### config.mk
export PLATFORM = sky130hd
export DESIGN_NAME = lif_core_sched
export DESIGN_NICKNAME = d
export VERILOG_FILES = /design/src/rtl/lif_pkg.sv /design/src/rtl/lif_vmem_bank.sv /design/src/rtl/lif_core_sched.sv
export SDC_FILE = /design/constraint.sdc
export NUM_CORES = 1
export LEC_CHECK = 0
export BUFFER_PORTS_ARGS = -buffer_cell sky130_fd_sc_hd__buf_2
export CORE_MARGIN = 2
export CORE_UTILIZATION = 56
export DETAILED_ROUTE_END_ITERATION = 8
export PLACE_DENSITY = 0.84
export SYNTH_ARGS = -nofsm -noshare
export SYNTH_HDL_FRONTEND = slang
export SYNTH_SLANG_ARGS = --single-unit
### constraint.sdc
create_clock -name clk_i -period 6.8 [get_ports clk_i]
set_input_delay 0.34 -clock clk_i [delete_from_list [all_inputs] [get_ports clk_i]]
set_output_delay 0.34 -clock clk_i [all_outputs]
set_load 0.01 [all_outputs]
### src/rtl/lif_pkg.sv
// Shared types and arithmetic helpers for the LIF neuron core scheduler.
package lif_pkg;

   typedef enum logic [2:0] {
      S_IDLE,
      S_POP,
      S_ACC,
      S_LEAK,
      S_DONE
   } state_t;

   localparam int DEF_N        = 8;
   localparam int DEF_WEIGHT_W = 8;
   localparam int DEF_VMEM_W   = 16;

   typedef logic signed [DEF_VMEM_W-1:0]   vmem_t;
   typedef logic signed [DEF_WEIGHT_W-1:0] weight_t;

   // One guard bit catches overflow; clamp instead of wrapping.
   function automatic vmem_t sat_add(input vmem_t vmem, input weight_t weight);
      logic [DEF_VMEM_W:0] sum;
      sum = {vmem[DEF_VMEM_W-1], vmem}
          + {{(DEF_VMEM_W+1-DEF_WEIGHT_W){weight[DEF_WEIGHT_W-1]}}, weight};
      if (sum[DEF_VMEM_W] != sum[DEF_VMEM_W-1])
         sat_add = sum[DEF_VMEM_W] ? {1'b1, {(DEF_VMEM_W-1){1'b0}}}
                                   : {1'b0, {(DEF_VMEM_W-1){1'b1}}};
      else
         sat_add = sum[DEF_VMEM_W-1:0];
   endfunction

   function automatic vmem_t leak(input vmem_t vmem, input int shift);
      leak = vmem - (vmem >>> shift);
   endfunction

endpackage

### src/rtl/lif_vmem_bank.sv
// Membrane-potential register bank: async clear, one write port, two
// combinational read ports (datapath and debug).
module lif_vmem_bank #(
   parameter int N      = 8,
   parameter int IDX_W  = $clog2(N),
   parameter int VMEM_W = 16
) (
   input  logic              i_clk,
   input  logic              i_rst,
   input  logic              i_we,
   input  logic [IDX_W-1:0]  i_waddr,
   input  logic [VMEM_W-1:0] i_wdata,
   input  logic [IDX_W-1:0]  i_raddr_a,
   output logic [VMEM_W-1:0] o_rdata_a,
   input  logic [IDX_W-1:0]  i_raddr_b,
   output logic [VMEM_W-1:0] o_rdata_b
);

   logic [VMEM_W-1:0] r_mem [N];

   genvar gi;
   generate
      for (gi = 0; gi < N; gi++) begin : g_cell
         always_ff @(posedge i_clk or posedge i_rst) begin
            if (i_rst)
               r_mem[gi] <= '0;
            else if (i_we && (i_waddr == IDX_W'(gi)))
               r_mem[gi] <= i_wdata;
         end
      end
   endgenerate

   assign o_rdata_a = r_mem[i_raddr_a];
   assign o_rdata_b = r_mem[i_raddr_b];

endmodule

### src/rtl/lif_core_sched.sv
// LIF timestep scheduler: drains L1 spikes into membrane potentials one weight
// row at a time, then sweeps leak/threshold and pushes fired indices to L2.
module lif_core_sched
   import lif_pkg::*;
#(
   parameter int                       N          = DEF_N,
   parameter int                       IDX_W      = $clog2(N),
   parameter int                       SPIKE_W    = 8,
   parameter int                       WEIGHT_W   = DEF_WEIGHT_W,
   parameter int                       VMEM_W     = DEF_VMEM_W,
   parameter logic signed [VMEM_W-1:0] THRESH     = 16'sd32,
   parameter int                       LEAK_SHIFT = 3
) (
   input  logic                 clk_i,
   input  logic                 rst_i,
   input  logic                 en_core,
   input  logic                 step_i,
   output logic                 busy_o,
   output logic                 done_o,
   input  logic                 in_empty_i,
   input  logic [SPIKE_W-1:0]   in_data_i,
   output logic                 in_rd_o,
   output logic [2*IDX_W-1:0]   w_addr_o,
   output logic                 w_rd_o,
   input  logic [WEIGHT_W-1:0]  w_data_i,
   input  logic                 out_full_i,
   output logic                 out_wr_o,
   output logic [SPIKE_W-1:0]   out_data_o,
   input  logic [IDX_W-1:0]     vmem_idx_i,
   output logic [VMEM_W-1:0]    vmem_o,
   output logic [7:0]           drop_cnt_o
);

   localparam logic [IDX_W:0] K_ONE  = (IDX_W+1)'(1);
   localparam logic [IDX_W:0] K_LAST = (IDX_W+1)'(N);
   localparam logic [IDX_W:0] J_LAST = (IDX_W+1)'(N-1);

   state_t r_state;
   state_t w_state_next;

   logic [IDX_W:0]           r_k;
   logic [IDX_W-1:0]         r_pre;
   logic [7:0]               r_drop;
   logic                     r_done;

   logic                     w_spike_ok;
   logic                     w_acc_rd;
   logic                     w_acc_we;
   logic                     w_fire;
   logic                     w_stall;
   logic                     w_we;
   logic [IDX_W-1:0]         w_j;
   logic [IDX_W-1:0]         w_dp_idx;
   logic [VMEM_W-1:0]        w_dp_vmem;
   logic [VMEM_W-1:0]        w_acc_sum;
   logic [VMEM_W-1:0]        w_wdata;
   logic signed [VMEM_W-1:0] w_leak_v;

   assign w_spike_ok = 32'(in_data_i) < 32'(N);
   assign w_j        = r_k[IDX_W-1:0];

   // ACC is one cycle deeper than the row: reads issue at k, writes land at k+1.
   assign w_acc_rd  = (r_state == S_ACC) && (r_k != K_LAST);
   assign w_acc_we  = (r_state == S_ACC) && (r_k != '0);
   assign w_dp_idx  = (r_state == S_ACC) ? IDX_W'(r_k - K_ONE) : w_j;
   assign w_acc_sum = sat_add(w_dp_vmem, w_data_i);

   assign w_leak_v = leak(w_dp_vmem, LEAK_SHIFT);
   assign w_fire   = (r_state == S_LEAK) && (w_leak_v >= THRESH);
   assign w_stall  = w_fire && out_full_i;
   assign w_we     = w_acc_we || ((r_state == S_LEAK) && !w_stall);
   assign w_wdata  = (r_state == S_ACC) ? w_acc_sum : (w_fire ? '0 : w_leak_v);

   assign busy_o     = (r_state != S_IDLE);
   assign done_o     = r_done;
   assign in_rd_o    = (r_state == S_POP) && !in_empty_i;
   assign w_rd_o     = w_acc_rd;
   assign w_addr_o   = w_acc_rd ? {r_pre, w_j} : '0;
   assign out_wr_o   = w_fire && !out_full_i;
   assign out_data_o = out_wr_o ? SPIKE_W'(w_j) : '0;
   assign drop_cnt_o = r_drop;

   always_ff @(posedge clk_i or posedge rst_i) begin
      if (rst_i)
         r_state <= S_IDLE;
      else
         r_state <= w_state_next;
   end

   always_comb begin
      w_state_next = r_state;
      case (r_state)
         S_IDLE: if (step_i && en_core) w_state_next = S_POP;
         S_POP: begin
            if (in_empty_i)
               w_state_next = S_LEAK;
            else if (w_spike_ok)
               w_state_next = S_ACC;
         end
         S_ACC:  if (r_k == K_LAST) w_state_next = S_POP;
         S_LEAK: if (!w_stall && (r_k == J_LAST)) w_state_next = S_DONE;
         S_DONE: w_state_next = S_IDLE;
         default: w_state_next = S_IDLE;
      endcase
   end

   always_ff @(posedge clk_i or posedge rst_i) begin
      if (rst_i) begin
         r_k    <= '0;
         r_pre  <= '0;
         r_drop <= '0;
         r_done <= 1'b0;
      end else begin
         r_done <= (r_state == S_DONE);
         case (r_state)
            S_POP: begin
               r_k <= '0;
               if (!in_empty_i) begin
                  r_pre <= in_data_i[IDX_W-1:0];
                  if (!w_spike_ok && (r_drop != 8'hFF))
                     r_drop <= r_drop + 8'd1;
               end
            end
            S_ACC:  r_k <= (r_k == K_LAST) ? '0 : r_k + K_ONE;
            // A blocked fire holds j so the same neuron is retried next cycle.
            S_LEAK: if (!w_stall) r_k <= (r_k == J_LAST) ? '0 : r_k + K_ONE;
            default: r_k <= '0;
         endcase
      end
   end

   lif_vmem_bank #(
      .N      (N),
      .IDX_W  (IDX_W),
      .VMEM_W (VMEM_W)
   ) u_bank (
      .i_clk     (clk_i),
      .i_rst     (rst_i),
      .i_we      (w_we),
      .i_waddr   (w_dp_idx),
      .i_wdata   (w_wdata),
      .i_raddr_a (w_dp_idx),
      .o_rdata_a (w_dp_vmem),
      .i_raddr_b (vmem_idx_i),
      .o_rdata_b (vmem_o)
   );

endmodule

==> flow_metrics.env <==
export IMPL_ant_nets=0
export IMPL_cp_max_fo=13
export IMPL_pre_cts_ws_ns=0.2821
export IMPL_area_growth_syn_to_layout_pct=12.15
export IMPL_global_route_usage_met3=0.07138
export IMPL_gr_usage_all_layers=0.3025
export IMPL_io_buffers=62
export IMPL_nets=1034
export IMPL_required_ns=7.16
export IMPL_drt_iter0_drc=952
export IMPL_async_flop_share=1.000
export IMPL_ys_flop_type="dfrtp_1"
export IMPL_crit_type="reg -> reg"
export IMPL_use_met2=0.4740
export IMPL_num_vias=8237
export IMPL_insertion_delay_ns=0.43
export IMPL_grt_pass1_wl_um=43770
export IMPL_syn_area_um2=9988
export IMPL_clk_pin_slew_ns=0.06
export IMPL_setup_viol=0
export IMPL_place_gp_congestion=0.9902
export IMPL_antenna_found_initial=0
export IMPL_grt_use_met1=0.4045
export IMPL_period_share=0.9675
export IMPL_synth_top_cell_by_area="dfrtp_1"
export IMPL_wl_per_cell_um=22.66
export IMPL_routed_wl_um=27460
export IMPL_ys_seq_area_frac=0.3683
export IMPL_vias_per_cell=6.796
export IMPL_start_kind="register"
export IMPL_synth_edf_count=0
export IMPL_worst_pin_slew_ns=1.201
export IMPL_drive_gt1_frac=0.3313
export IMPL_clk_path_buf_depth=2
export IMPL_dr_pass1_iters=5
export IMPL_num_io_pins=68
export IMPL_hold_slack_ns=0.06927
export IMPL_ctsHoldBuffers=0
export IMPL_outcome="finished, final reports clean"
export IMPL_synthTopCellsByArea="dfrtp_1, mux2_2, mux4_2"
export IMPL_min_period_ns=6.579
export IMPL_clockRootBuffer="clkbuf_16"
export IMPL_rsz0062_at_grt="yes"
export IMPL_ys_top_cells_by_count="dfrtp_1, mux2_2, o22ai_1"
export IMPL_drc=0
export IMPL_die_area_um2=18920
export IMPL_die_height_um=137.6
export IMPL_clock_skew_ns=0.007639
export IMPL_fmaxAchievable_ghz=0.1520
export IMPL_overflow=0
export IMPL_cts_sinks=147
export IMPL_die_width_um=137.6
export IMPL_avgSynthCellArea_um2=10.89
export IMPL_rows=48
export IMPL_hold_path_class="in -> async"
export IMPL_crit_path_end_kind="register"
export IMPL_maxSlewHeadroom=0.1968
export IMPL_h_tree_depth=4
export IMPL_synth_seq_cells=147
export IMPL_post_cts_repair_setup_buffers=0
export IMPL_cap_violations=0
export IMPL_initial_core_util=0.5755
export IMPL_slew_viol_final=0
export IMPL_dp_hpwl_um=18820
export IMPL_timing_final_ws_setup_ns=0.2213
export IMPL_cts_tree="yes"
export IMPL_ys_types=74
export IMPL_synth_most_common_cell="dfrtp_1"
export IMPL_first_global_vias=8256
export IMPL_synthCells=917
export IMPL_core_um2=17360
export IMPL_busiest_layer="met2"
export IMPL_yosys_warnings=0
export IMPL_grt_max_degree=87
export IMPL_antenna_cells=0
export IMPL_finish_utilization=0.6454
export IMPL_cts_buffers=17
export IMPL_arrival_ns=6.94
export IMPL_synth_top_area_share=0.3683
export IMPL_hold_violations=0
[flip-flops by register name (all words and copies together), names as in the netlist]
| name | cells |
|---|---|
| u_bank.r_mem | 128 |
| drop_cnt_o | 8 |
| r_k | 4 |
| r_pre | 3 |
| r_state | 3 |
| done_o | 1 |
[worst max-delay path, cell delays in order (launching register included)]
cell      delay, ns
dfrtp_1        0.38
inv_1          0.14
ha_1           0.26
or4b_1         0.59
nor2_1         0.23
a31oi_4        0.16
buf_12         0.25
o22ai_1        0.18
or3_1          0.15
o31ai_1        0.16
buf_4          0.23
ha_1           0.28
a211oi_1       0.08
o21ai_0        0.16
o311ai_0       0.23
maj3_1         0.49
o31ai_1        0.46
o41a_1         0.25
mux2i_1        0.42
nand2_1        0.34
o21ai_1        0.75
mux2_2         0.29
[routing by layer]
metal  vias to the layer above  share of wire
met2                       450           0.46
met1                      4091           0.41
li1                       3593              -
met3                       103          0.084
met4                         0          0.036
met5                         -              0
[cell type report]
cell class                 count  area (um^2)
clock buffer                  17        425.4
sequential                   147         3679
tap                          225        281.5
inverter                      32        125.1
multi-input combinational    675         5939
fill                        1301         6155
clock inverter                14        116.4
timing repair buffer         102        635.6
[cell usage in the layout (no fill, tap or decap), drive strengths merged, types with 23 or more instances in the layout]
master  count
a21oi      35
o21ai      23
buf       102
ha         32
inv        33
mux4       33
dfrtp     147
nor2       50
xnor2      25
mux2      149
o22ai      56
nand2      27
a21o       26
[worst paths after layout]
| kind | depth (start not counted) | slack, ns | startpoint | end |
|---|---|---|---|---|
| worst max-delay path | 21 | 0.22 | r_k[1]$_DFFE_PP0P_ | u_bank.r_mem[40]$_DFFE_PP0P_ |
| worst min-delay path | 2 | 0.07 | rst_i | u_bank.r_mem[72]$_DFFE_PP0P_ |
| worst max register to register | 21 | 0.22 | r_k[1]$_DFFE_PP0P_ | u_bank.r_mem[40]$_DFFE_PP0P_ |
| worst min register to register | 1 | 0.49 | drop_cnt_o[5]$_DFFE_PP0P_ | drop_cnt_o[5]$_DFFE_PP0P_ |
| max in group asynchronous | 3 | 5.47 | rst_i | r_state[2]$_DFFE_PP0P_ |
| min in group clk_i | 2 | 0.14 | in_data_i[0] | r_pre[0]$_DFFE_PP0P_ |
[what timing repair did]
item,4_1_cts,5_1_grt
endpoints found under the hold margin,0,0
resized for setup,0,3
setup endpoints to repair,0,83
[cells by family after synthesis]
| kind of cell | after synthesis | share of synthesized area |
|---|---|---|
| other | 1 | 0.0003754 |
| adders and majority gates | 40 | 0.05011 |
| and+or+nand+nor | 184 | 0.1051 |
| xor gates and xnor gates | 37 | 0.03244 |
| DFF | 147 | 0.3683 |
| muxes | 194 | 0.2544 |
| buffers and inverters | 99 | 0.04397 |
| AOI/OAI and AO/OA | 215 | 0.1453 |
[per-stage QoR]
step                      instance area (um^2)  instances  setup TNS, ns
after floorplan                          10000        921              0
after global placement                   10640       1181              0
after detailed placement                 10640       1181              0
after CTS                                11180       1212              0
after global routing                     11200       1212         -2.050
final                                    11200       1212              0
Power is left out: the tool's default activity adds up to more than one toggle a clock period on the data nets, which glitch-free logic cannot reach.
